<file path="config.mk">
export PLATFORM = sky130hd
export DESIGN_NAME = uart_rx_fifo_flat
export DESIGN_NICKNAME = d
export VERILOG_FILES = /design/src/rtl/uart_rx_fifo_if.sv /design/src/rtl/uart_rx_fifo.sv /design/src/flat_wrapper.sv
export SDC_FILE = /design/constraint.sdc
export NUM_CORES = 1
export LEC_CHECK = 0
export ABC_AREA = 1
export CAP_MARGIN = 40
export CELL_PAD_IN_SITES_DETAIL_PLACEMENT = 0
export CELL_PAD_IN_SITES_GLOBAL_PLACEMENT = 1
export CORE_MARGIN = 2
export CORE_UTILIZATION = 25
export DETAILED_ROUTE_END_ITERATION = 16
export DONT_BUFFER_PORTS = 1
export GPL_TIMING_DRIVEN = 1
export PLACE_DENSITY = 0.53
export SLEW_MARGIN = 20
export SYNTH_ARGS = -nofsm -noshare
export SYNTH_HDL_FRONTEND = slang
export SYNTH_SLANG_ARGS = --single-unit
</file>
<file path="constraint.sdc">
create_clock -name clk -period 1.91 [get_ports clk]
set_input_delay 0.191 -clock clk [delete_from_list [all_inputs] [get_ports clk]]
set_output_delay 0.191 -clock clk [all_outputs]
set_load 0.1 [all_outputs]
</file>
<file path="src/rtl/uart_rx_fifo_if.sv">
// Byte-stream interface between the UART receiver, the receive FIFO and its consumer.
// The slave modport is the FIFO; the master modport is the receiver/consumer side.
interface uart_rx_fifo_if #(
  parameter int ADDR_W = 4
);
  logic [7:0]      rx_data;
  logic            rx_valid;
  logic [7:0]      dout;
  logic            dout_valid;
  logic            dout_ready;
  logic [ADDR_W:0] count;
  logic            full;
  logic            overflow;
  logic            ovf_clr;

  modport slave (
    input  rx_data, rx_valid, dout_ready, ovf_clr,
    output dout, dout_valid, count, full, overflow
  );

  modport master (
    output rx_data, rx_valid, dout_ready, ovf_clr,
    input  dout, dout_valid, count, full, overflow
  );
endinterface

</file>
<file path="src/rtl/uart_rx_fifo.sv">
// Receive FIFO behind the UART receiver: one push per rising edge of rx_valid,
// first-word-fall-through output with ready/valid handshake and sticky overflow.
module uart_rx_fifo #(
  parameter int ADDR_W = 4,
  parameter int DEPTH  = 16
) (
  input  logic            clk,
  input  logic            rst,
  uart_rx_fifo_if.slave   bus
);

  localparam logic [ADDR_W:0] DEPTH_CNT = (ADDR_W + 1)'(DEPTH);

  logic [7:0]        mem [DEPTH];
  logic [ADDR_W-1:0] wr_ptr;
  logic [ADDR_W-1:0] rd_ptr;
  logic [ADDR_W:0]   count;
  logic              rx_valid_q;
  logic              overflow;

  logic push;
  logic pop;
  logic is_full;
  logic do_write;
  logic drop;

  // rx_valid_q resets high so a valid level still asserted out of reset is not a new byte.
  assign push     = bus.rx_valid & ~rx_valid_q;
  assign pop      = (count != '0) & bus.dout_ready;
  assign is_full  = (count == DEPTH_CNT);
  assign do_write = push & (~is_full | pop);
  assign drop     = push & is_full & ~pop;

  always_ff @(posedge clk) begin
    if (rst) begin
      wr_ptr     <= '0;
      rd_ptr     <= '0;
      count      <= '0;
      overflow   <= 1'b0;
      rx_valid_q <= 1'b1;
    end else begin
      // NOTE: state registers use non-blocking assignments so every read in this
      // block sees the pre-edge value regardless of statement order.
      rx_valid_q <= bus.rx_valid;
      if (do_write) wr_ptr <= wr_ptr + 1'b1;
      if (pop)      rd_ptr <= rd_ptr + 1'b1;
      case ({do_write, pop})
        2'b10:   count <= count + 1'b1;
        2'b01:   count <= count - 1'b1;
        default: count <= count;
      endcase
      // A drop in the same cycle as a clear keeps the flag set.
      if (drop)             overflow <= 1'b1;
      else if (bus.ovf_clr) overflow <= 1'b0;
    end
  end

  // NOTE: the storage array has no reset; its contents are only observable
  // through rd_ptr/count, which are reset, so clearing it would buy nothing.
  always_ff @(posedge clk) begin
    if (do_write) mem[wr_ptr] <= bus.rx_data;
  end

  assign bus.dout_valid = (count != '0);
  assign bus.dout       = bus.dout_valid ? mem[rd_ptr] : 8'h00;
  assign bus.count      = count;
  assign bus.full       = is_full;
  assign bus.overflow   = overflow;

endmodule

</file>
<file path="src/flat_wrapper.sv">
// flat-port wrapper written by rule: the top's interface ports become plain ports
module uart_rx_fifo_flat 
#(
  parameter int ADDR_W = 4,
  parameter int DEPTH  = 16
)
  (clk, rst, bus_rx_data, bus_rx_valid, bus_dout_ready, bus_ovf_clr, bus_dout, bus_dout_valid, bus_count, bus_full, bus_overflow);
  uart_rx_fifo_if #(.ADDR_W(ADDR_W)) bus_i ();
  input  logic clk;
  input  logic rst;
  input wire logic [$bits(bus_i.rx_data)-1:0] bus_rx_data;
  input wire logic [$bits(bus_i.rx_valid)-1:0] bus_rx_valid;
  input wire logic [$bits(bus_i.dout_ready)-1:0] bus_dout_ready;
  input wire logic [$bits(bus_i.ovf_clr)-1:0] bus_ovf_clr;
  output wire logic [$bits(bus_i.dout)-1:0] bus_dout;
  output wire logic [$bits(bus_i.dout_valid)-1:0] bus_dout_valid;
  output wire logic [$bits(bus_i.count)-1:0] bus_count;
  output wire logic [$bits(bus_i.full)-1:0] bus_full;
  output wire logic [$bits(bus_i.overflow)-1:0] bus_overflow;
  assign bus_i.rx_data = bus_rx_data;
  assign bus_i.rx_valid = bus_rx_valid;
  assign bus_i.dout_ready = bus_dout_ready;
  assign bus_i.ovf_clr = bus_ovf_clr;
  assign bus_dout = bus_i.dout;
  assign bus_dout_valid = bus_i.dout_valid;
  assign bus_count = bus_i.count;
  assign bus_full = bus_i.full;
  assign bus_overflow = bus_i.overflow;
  uart_rx_fifo #(.ADDR_W(ADDR_W), .DEPTH(DEPTH)) u_core (.clk(clk), .rst(rst), .bus(bus_i));
endmodule
</file>
==> results.toml <==
[run_status]
status = "finished, violations left"
violations = "negative setup slack"

[pwr]
sw_frac_of_total_pct = 42.08
intPower_mw = 8.150
power.switching_mw = 5.922
comb_power_share_pct = 47.9
p_total_mw = 14.07
seq_power_share_pct = 26.7
power.static_leakage_nw = 3.161
irDropWorstVdd_mv = 1.401
power.density_nw_per_um2 = 1656
clkPwrFrac_pct = 25.5

[floorplanning]
die-height_um = 161.9
coreArea_um2 = 24390
design.die.area_um2 = 26200
initial_core_util_pct = 25.54
row_count = 57
dieWidth_um = 161.9
ios = 29

[synth]
netlist_instances = 578
ys_warn_count = 0
yosysTopAreaCell = "edfxtp_1"
syn-cell-area_um2 = 6230
syn_avg_cell_area_um2 = 10.78
synth_top_area_share_pct = 61.70
synth_nets = 600
yosysSeqAreaShare_pct = 67.80
synth.distinct_cells = 22
synth-seq-cells = 147
synthTopCellsByArea = "edfxtp_1 (62%), nand2_1 (11%), nand3_1 (8.7%)"

[sta]
hold_viol_final = 0
setup_ws_ns = -0.2356
fin_crit_ns = 2.146
setup_viol = 8
max_freq_mhz = 466.1
tightest_slew_ns = 0.7863
post-route-period-util_pct = 112.3
rsz0062_at_grt = "yes"
max-slew-margin-rel_pct = 47.41
clock-skew-final_ns = 0.01236
slew_viol_final = 0

[placed_design]
placedCellCount = 918
hpwlAfterDp_um = 10000
placed_cell_area_um2 = 7119
dp_slack_ns = -0.07929
port_buffers = 0
place.gp.congestion = 0.7758

[hold_path]
hp-class = "in2reg"

[worst_setup_path]
crit_path_start_kind = "flip-flop"
critPathRequiredTime_ns = 1.72
cp-end-kind = "output port"
worstSetupPathType = "reg2out"
crit_fanout = 7
critical_path_arrival_ns = 1.95

[clocking]
cts.sinks = 147
clock_latency_ns = 0.43
cts_tree = "done"
cts.htree.levels = 4
cts.clk_slew.worst_paths_ns = 0.06
cts_buffer_depth = 2
clockRootBuffer = "clkbuf_16"
cts_made_buffers = 17

[global_routing]
grt-ovfl-total = 0
grt_max_degree = 33
grt_first_pass_wirelength_um = 25230
grt_use_total_pct = 13.10
grt_pass1_vias = 4171
antenna_found_initial = 0

[drt]
drt-pass1-iter-count = 5
drt_iter0_drc = 313
vias = 4365
drc = 0
ant_nets = 0
viasPerCell = 4.436
drt_wl_total_um = 17250
wl_per_cell_um = 17.53

[finish]
areaGrowthSynthToFinish_pct = 36.41
nFillCells = 2441
finish.instance_area_um2 = 8498
nNetsFinal = 669
layout_common_cells = "nand2_1 (170), edfxtp_1 (128), nand3_1 (89), buf_4 (35), inv_1 (24)"
drive_above_1_share_pct = 27.27
instances_no_fill = 984
antenna_cells = 0
final_util_pct = 34.84
final_common_cell = "nand2_1"

[run]
cap_viol_max_count = 0
## cell type report
class                   instances  area (µm²)  share of cell area, %
clock buffers                  17       425.4                  5.006
clock inverters                15       211.5                  2.488
inverters                      30       125.1                  1.472
multi-input cells             373        2082                  24.50
flip-flops and latches        147        4248                  49.99
well taps                     324       405.4                  4.770
repair buffers                 78        1001                  11.78
## power groups by stage
stage	registers [mW]	clock network [mW]	logic, mW
2_1_floorplan	4.20	0	3.46
3_3_place_gp	3.80	0	5.57
3_5_place_dp	3.80	0	5.58
4_1_cts	3.76	3.65	6.14
5_1_grt	3.76	3.80	7.11
6_report	3.75	3.58	6.73
## kinds of logic after synthesis
| family | after synthesis | synth area share [%] |
|---|---|---|
| buffers and inverters | 58 | 4.760 |
| XOR/XNOR | 6 | 0.8435 |
| adder cells (fa/ha/maj) | 9 | 1.808 |
| flip-flops | 147 | 67.80 |
| AO/OA/AOI/OAI | 27 | 2.209 |
| AND/OR/NAND/NOR | 331 | 22.57 |
## synthesized netlist by cell type
cell / instances
nor2_1: 18
buf_1: 1
o21bai_1: 1
nand4_2: 1
a21oi_1: 19
nor3_1: 12
nand2_1: 190
buf_2: 12
dfxtp_1: 19
o21ai_0: 4
edfxtp_1: 128
clkbuf_1: 6
nor2_2: 2
o21ai_1: 3
inv_2: 2
buf_4: 1
xor2_1: 5
inv_1: 28
nand3_1: 108
xnor2_1: 1
ha_1: 9
buf_6: 8
## state kept, by name (all words and copies together), names as in the netlist, named ones only
name                 flops
u_core.mem             128
u_core.bus.overflow      1
u_core.bus.count         5
u_core.rd_ptr            4
u_core.wr_ptr            4
u_core.rx_valid_q        1
## repair_timing
| action | in CTS | in global routing |
|---|---|---|
| hold buffers | 12 | 0 |
| resized for setup | 33 | 44 |
| endpoints found under the setup margin | 10 | 20 |
| buffers inserted | 4 | 6 |
| pin swaps | 14 | 20 |
| hold endpoints to repair | 137 | 0 |
| gates cloned | 4 | 6 |
## through the flow
stage               hold WS, ns  TNS [ns]
floorplan                0.2874    -3.368
global placement         0.2569  -0.03728
detailed placement       0.2568   -0.1439
CTS                     0.01385    -1.833
global route            0.03490    -2.572
finish                  0.02619    -1.731
## final timing paths
check	cells after the start	slack, ns	end	startpoint
worst min register to register	2	0.49	u_core.rd_ptr[2]$_SDFFE_PP0P_	u_core.rd_ptr[2]$_SDFFE_PP0P_
worst max register to register	14	0.01	u_core.bus.count[2]$_SDFFE_PP0P_	u_core.bus.count[2]$_SDFFE_PP0P_
worst min-delay path	2	0.03	u_core.rx_valid_q$_SDFF_PP1_	rst
worst max-delay path	9	-0.24	bus_dout[4]	flip-flop
## layer usage
layer  vias up  wire length, µm  global-route usage, %
met5         -                0                      0
met4         0              258                  3.580
met3        20              988                  3.856
met2       109             8290                  21.43
met1      2111             7715                  16.95
li1       2125                -                      -
## worst max-delay path, stage by stage, from the launching register on
cell and delay [ns]:
dfxtp_4 0.41, buf_12 0.16, clkbuf_16 0.16, nand2_1 0.05
nand3_1 0.09, nand3_2 0.08, nand2_2 0.08, nand2_2 0.07
a21oi_4 0.21, buf_12 0.20
(Power assumes the default switching activity.)
